`src/rtl/apwm_temp_monitor.sv`:
```
// Block-averaging temperature monitor for APWM duty codes. It provides a hysteretic warning,
// a latched over-temperature fault, a stream-loss watchdog and a combined trip output.
module apwm_temp_monitor #(
    parameter int DW       = 10,
    parameter int AVG_LOG2 = 3,
    parameter int WARN_ON  = 700,
    parameter int WARN_OFF = 650,
    parameter int FAULT_ON = 850,
    parameter int DEBOUNCE = 4,
    parameter int TIMEOUT  = 2000000,
    parameter int TW       = 22
) (
    input  logic          CLK,
    input  logic          iRST,
    input  logic [DW-1:0] iDuty,
    input  logic          iDuty_valid,
    input  logic          iClear,
    output logic [DW-1:0] oTemp,
    output logic          oTemp_valid,
    output logic          oWarn,
    output logic          oFault,
    output logic          oLost,
    output logic          oTrip
);
    localparam int AW  = DW + AVG_LOG2;
    localparam int DBW = $clog2(DEBOUNCE + 1);
    localparam logic [DW-1:0]  WARN_ON_C  = DW'(WARN_ON);
    localparam logic [DW-1:0]  WARN_OFF_C = DW'(WARN_OFF);
    localparam logic [DW-1:0]  FAULT_ON_C = DW'(FAULT_ON);
    localparam logic [DBW-1:0] DB_LAST    = DBW'(DEBOUNCE - 1);
    localparam logic [DBW-1:0] DB_MAX     = DBW'(DEBOUNCE);
    localparam logic [TW-1:0]  TIMEOUT_C  = TW'(TIMEOUT);

    typedef enum logic {NORMAL, WARN} state_e;

    logic [AW-1:0]       acc_q;
    logic [AVG_LOG2-1:0] cnt_q;
    logic [DW-1:0]       temp_q;
    logic                temp_valid_q;
    logic [TW-1:0]       wd_q;
    logic                lost_q;
    logic                seen_q;
    state_e              state_q;
    logic [DBW-1:0]      wcnt_q;
    logic [DBW-1:0]      fcnt_q;
    logic                fault_q;

    logic [AW-1:0] sum_d;
    logic          loss_d;
    logic          fault_set_d;

    assign sum_d       = acc_q + AW'(iDuty);
    // A strobe on the timeout cycle restarts the watchdog, so it suppresses the loss.
    assign loss_d      = !iDuty_valid && (wd_q == TIMEOUT_C - TW'(1));
    assign fault_set_d = temp_valid_q && (temp_q >= FAULT_ON_C) && (fcnt_q >= DB_LAST);

    always_ff @(posedge CLK or negedge iRST) begin
        if (!iRST) begin
            acc_q        <= '0;
            cnt_q        <= '0;
            temp_q       <= '0;
            temp_valid_q <= 1'b0;
        end else begin
            temp_valid_q <= 1'b0;
            if (iDuty_valid) begin
                if (cnt_q == '1) begin
                    temp_q       <= sum_d[AW-1:AVG_LOG2];
                    temp_valid_q <= 1'b1;
                    acc_q        <= '0;
                    cnt_q        <= '0;
                end else begin
                    acc_q <= sum_d;
                    cnt_q <= cnt_q + 1'b1;
                end
            end else if (loss_d) begin
                acc_q <= '0;
                cnt_q <= '0;
            end
        end
    end

    always_ff @(posedge CLK or negedge iRST) begin
        if (!iRST) begin
            wd_q   <= '0;
            lost_q <= 1'b0;
            seen_q <= 1'b0;
        end else begin
            if (iDuty_valid) begin
                wd_q <= '0;
            end else if (wd_q != TIMEOUT_C) begin
                wd_q <= wd_q + 1'b1;
            end
            if (loss_d) begin
                lost_q <= 1'b1;
                seen_q <= 1'b0;
            end else begin
                if (iDuty_valid) begin
                    seen_q <= 1'b1;
                end
                if (iClear && seen_q) begin
                    lost_q <= 1'b0;
                end
            end
        end
    end

    always_ff @(posedge CLK or negedge iRST) begin
        if (!iRST) begin
            state_q <= NORMAL;
            wcnt_q  <= '0;
        end else if (temp_valid_q) begin
            case (state_q)
                NORMAL: begin
                    if (temp_q >= WARN_ON_C) begin
                        if (wcnt_q >= DB_LAST) begin
                            state_q <= WARN;
                            wcnt_q  <= '0;
                        end else begin
                            wcnt_q <= wcnt_q + 1'b1;
                        end
                    end else begin
                        wcnt_q <= '0;
                    end
                end
                WARN: begin
                    if (temp_q <= WARN_OFF_C) begin
                        if (wcnt_q >= DB_LAST) begin
                            state_q <= NORMAL;
                            wcnt_q  <= '0;
                        end else begin
                            wcnt_q <= wcnt_q + 1'b1;
                        end
                    end else begin
                        wcnt_q <= '0;
                    end
                end
                default: begin
                    state_q <= NORMAL;
                    wcnt_q  <= '0;
                end
            endcase
        end
    end

    // The clear is honoured only once the latest average is below the fault level.
    always_ff @(posedge CLK or negedge iRST) begin
        if (!iRST) begin
            fcnt_q  <= '0;
            fault_q <= 1'b0;
        end else if (iClear && !fault_set_d && (temp_q < FAULT_ON_C)) begin
            fcnt_q  <= '0;
            fault_q <= 1'b0;
        end else if (temp_valid_q) begin
            if (temp_q >= FAULT_ON_C) begin
                if (fcnt_q != DB_MAX) begin
                    fcnt_q <= fcnt_q + 1'b1;
                end
                if (fcnt_q >= DB_LAST) begin
                    fault_q <= 1'b1;
                end
            end else begin
                fcnt_q <= '0;
            end
        end
    end

    assign oTemp       = temp_q;
    assign oTemp_valid = temp_valid_q;
    assign oWarn       = (state_q == WARN);
    assign oFault      = fault_q;
    assign oLost       = lost_q;
    assign oTrip       = fault_q | lost_q;
endmodule

```
`config.mk`:
```
export PLATFORM = sky130hd
export DESIGN_NAME = apwm_temp_monitor
export DESIGN_NICKNAME = d
export VERILOG_FILES = /design/src/rtl/apwm_temp_monitor.sv
export SDC_FILE = /design/constraint.sdc
export NUM_CORES = 1
export LEC_CHECK = 0
export BUFFER_PORTS_ARGS = -buffer_cell sky130_fd_sc_hd__buf_2
export CORE_MARGIN = 2
export CORE_UTILIZATION = 41
export DETAILED_ROUTE_END_ITERATION = 12
export GPL_TIMING_DRIVEN = 0
export REMOVE_ABC_BUFFERS = 1
export SKIP_LAST_GASP = 1
export SLEW_MARGIN = 0
export SYNTH_ARGS = -nofsm -noshare
export SYNTH_HDL_FRONTEND = slang
export SYNTH_SLANG_ARGS = --single-unit
```
`constraint.sdc`:
```
create_clock -name CLK -period 2.64 [get_ports CLK]
set_input_delay 0.132 -clock CLK [delete_from_list [all_inputs] [get_ports CLK]]
set_output_delay 0.132 -clock CLK [all_outputs]
set_load 0.02 [all_outputs]
```
==> flow_summary_export.csv <==
group,metric,value,unit
sta,hold_viol_final,0,
sta,finalCritPeriodShare,89.79,%
detailed_routing,drtAntennaViolNets,0,
run_status,outcome,"completed",
layout,num_antenna_cells,0,
yosys,synth_area_per_inst,9.960,um2
layout,final_core_util,48.26,%
floorplanning,die_w,92.85,um
pwr,net-switching-power,1193,uW
pwr,share_seq_of_total_power,37.5,%
detailed_routing,wirelength,6136,um
clocking,root_buffer,"sky130_fd_sc_hd__clkbuf_8",
clocking,cts.reportedPaths.clkPinSlew,0.07,ns
floorplanning,core_area,7687,um2
yosys,synth_seq_area_share,45.61,%
setup_path,cp_data_arrival_time,2.57,ns
sta,hold_ws,0.1039,ns
setup_path,r2r-end,"oTemp[9]$_DFFE_PN0P_",
sta,min_period,2.370,ns
yosys,syn-cell-area,3237,um2
sta,max_freq,421.9,MHz
detailed_routing,avgViaCountPerCell,5.250,
yosys,ranking_of_synthesized_cells_by_area,"sky130_fd_sc_hd__dfrtp_1 46%, sky130_fd_sc_hd__ha_1 7.3%, sky130_fd_sc_hd__xor2_1 4.6%, sky130_fd_sc_hd__nor2_1 3.9%, sky130_fd_sc_hd__nand2_1 3.0%",
grt,grt_total_ovfl,0,
place,gp_routability_congestion,0.7982,
floorplanning,std_cell_rows,32,
detailed_routing,drt_first_iter_violations,97,
yosys,synth_enable_flop_cells,0,
yosys,synth_largest_area_cell,"sky130_fd_sc_hd__dfrtp_1",
pwr,ir_worst_vdd,0.3046,mV
yosys,synthXorXnorAreaFrac,7.306,%
clocking,tritoncts,"yes",
sta,final_max_slew_viol_count,0,
sta,final.setup_skew,0.009966,ns
sta,fin_ws,0.2696,ns
clocking,numClockSinks,59,
grt,first_pass_grt_wire_length,10610,um
grt,grt_util_all_layers,15.42,%
clocking,post_cts.resized_instances,0,
sta,final.setup.tns,0,ns
setup_path,r2r_setup_slack,0.27,ns
place,hpwlAfterDp,4227,um
clocking,cts_inserted_buffers,9,
pwr,clockPowerShare,28.9,%
grt,largest_net_degree_at_the_start_of_global_routing,60,
sta,finalSetupViolCount,0,
detailed_routing,route.vias.total,2436,
pwr,internal_power,2243,uW
setup_path,required_time_of_the_critical_path,2.84,ns
setup_path,reg2reg_depth,9,
setup_path,startpoint,"acc_q[0]$_DFFE_PN0P_",
floorplanning,die_area,8621,um2
sta,rsz0062_at_grt,"false",
layout,final_nets,391,
pwr,power_leakage,0.001670,uW
sta,pin_slew_with_the_least_headroom_to_its_limit,0.9619,ns
pwr,p_comb_share,33.6,%
yosys,synth.cells.most_frequent,"59 x sky130_fd_sc_hd__dfrtp_1, 34 x sky130_fd_sc_hd__nor2_1, 26 x sky130_fd_sc_hd__nand2_1",
setup_path,worst-setup-path-type,"register to register",
layout,area_delta_synth_final,14.61,%
pwr,switching_share,34.72,%
grt,number_of_global_route_vias_before_repair,2317,
yosys,async_flop_share,100.0,%
yosys,synth-warning-count,0,
worst_hold_path,hold_class,"input pin to register",
clocking,h-tree-depth,3,
yosys,post_synth_mux_area_share,3.402,%
yosys,synth_top_cell_area_share,45.61,%
floorplanning,io_pins,29,
grt,antenna_found_initial,0,
yosys,synth.distinct_cells,45,
yosys,synth_compound_gate_area_share,15.15,%
setup_path,endpoint_kind,"register",
yosys,yosys.cell_count.top_type,"sky130_fd_sc_hd__dfrtp_1",
sta,max-slew-margin-rel,35.74,%
yosys,ys_seq_elements,59,
yosys,synth-simple-area-share,17.32,%
clocking,worst_skew_pair.late_latency,0.33,ns
place,dp_worst_setup_slack,0.3297,ns
place,io_buffer_count,28,
job,max_cap_violations,0,
clocking,clock_path_buffers,2,
detailed_routing,pre_repair_dr_iteration_count,4,
yosys,synth_adder_area_share,7.963,%
pwr,report.power.total,3437,uW
setup_path,path_max_fanout,3,
setup_path,critPathCapture,"oTemp[9]$_DFFE_PN0P_",
detailed_routing,routed_wire_length_per_instance,13.22,um
detailed_routing,post-route-drc-count,0,
pwr,power.density,926.4,nW/um2
floorplanning,initial_core_utilization,42.11,%
floorplanning,die_h,92.85,um
layout,drive_gt1_share,16.30,%
setup_path,setup.worst_path.start_class,"register",
yosys,synth_cells,325,
yosys,synth_top_family_by_area,"simple AND/OR/NAND/NOR gates",
setup_path,critical_path.reg2reg.startpoint,"acc_q[0]$_DFFE_PN0P_",
yosys,synth-main-ff-cell,"sky130_fd_sc_hd__dfrtp_1",
## power groups by stage
stage / logic [uW] / registers, uW / clock network [uW]
3_3_place_gp: 1140 / 1290 / 0
2_1_floorplan: 793 / 1340 / 0
6_report: 1150 / 1290 / 994
4_1_cts: 1160 / 1280 / 1020
5_1_grt: 1310 / 1320 / 1060
3_5_place_dp: 1160 / 1290 / 0
## metal layers
| metal | up-vias | routed length, um | global-route usage (%) |
|---|---|---|---|
| li1 | 1216 | - | - |
| met2 | 30 | 2848 | 24.09 |
| met5 | - | 0 | 0 |
| met1 | 1186 | 3075 | 20.93 |
| met3 | 4 | 170 | 3.417 |
| met4 | 0 | 42 | 5.882 |
## metrics by stage
step | std cells | cell area [um2]
after CTS | 463 | 3697
final | 464 | 3710
after global placement | 447 | 3456
after global routing | 464 | 3710
after detailed placement | 447 | 3456
after floorplan | 317 | 3188
## layout make-up
| cell class | instances | area [um2] |
|---|---|---|
| multi-input cells | 243 | 1655 |
| fillers | 730 | 3978 |
| clock inverters | 6 | 113.9 |
| repair buffers | 29 | 152.6 |
| flip-flops and latches | 59 | 1476 |
| inverters | 15 | 56.30 |
| clock buffers | 10 | 127.6 |
| well taps | 102 | 127.6 |
## worst max-delay path, cell delays in order, from the launching register on
cell	delay (ns)
sky130_fd_sc_hd__dfrtp_1	0.35
sky130_fd_sc_hd__ha_1	0.19
sky130_fd_sc_hd__inv_1	0.06
sky130_fd_sc_hd__fa_1	0.38
sky130_fd_sc_hd__nand2b_1	0.20
sky130_fd_sc_hd__a21oi_1	0.28
sky130_fd_sc_hd__o22ai_1	0.21
sky130_fd_sc_hd__o22ai_1	0.33
sky130_fd_sc_hd__xnor2_1	0.16
sky130_fd_sc_hd__o21ai_0	0.08
## flip-flops by register name, summed over array words and instances, names as in the netlist
name,cells
acc_q,13
cnt_q,3
fcnt_q,3
oFault,1
oLost,1
oTemp,10
oTemp_valid,1
oWarn,1
seen_q,1
wcnt_q,3
wd_q,22
## cell usage in the layout, fill, tap and decap left out, drive strengths merged, types with 4 or more instances in the layout
master and n:
a21o 4, a21oi 19, a22o 9, and4 4, buf 28, clkbuf 10, dfrtp 59, ha 19
inv 14, mux2 8, nand2 26, nand2b 5, nand3 13, nand4 9, nor2 34, nor2b 5
o21ai 20, o22ai 5, xnor2 10, xor2 17
## worst min path at each step
| stage | startpoint | endpoint | slack, ns | depth (start not counted) |
|---|---|---|---|---|
| 2_1_floorplan | iRST | acc_q[0]$_DFFE_PN0P_ | -0.16 | 0 |
| 3_3_place_gp | iClear | oLost$_DFFE_PN0P_ | 0.44 | 4 |
| 3_5_place_dp | iClear | oLost$_DFFE_PN0P_ | 0.44 | 4 |
| 4_1_cts | iClear | oLost$_DFFE_PN0P_ | 0.08 | 4 |
| 5_1_grt | iClear | oLost$_DFFE_PN0P_ | 0.18 | 4 |
| 6_report | iClear | oLost$_DFFE_PN0P_ | 0.10 | 4 |
## cells by family after synthesis
kind of cell / Yosys count
AOI/OAI and AO/OA: 76
xor gates and xnor gates: 27
adders and majority gates: 20
buffers and inverters: 23
DFF: 59
muxes: 10
and+or+nand+nor: 110
## timing repair
action / CTS / global route
hold buffers: 0 / 1
hold endpoints to repair: 0 / 59
setup buffers: 0 / 0
endpoints found under the setup margin: 0 / 0
Note: power is estimated with default switching activity, not from simulation.
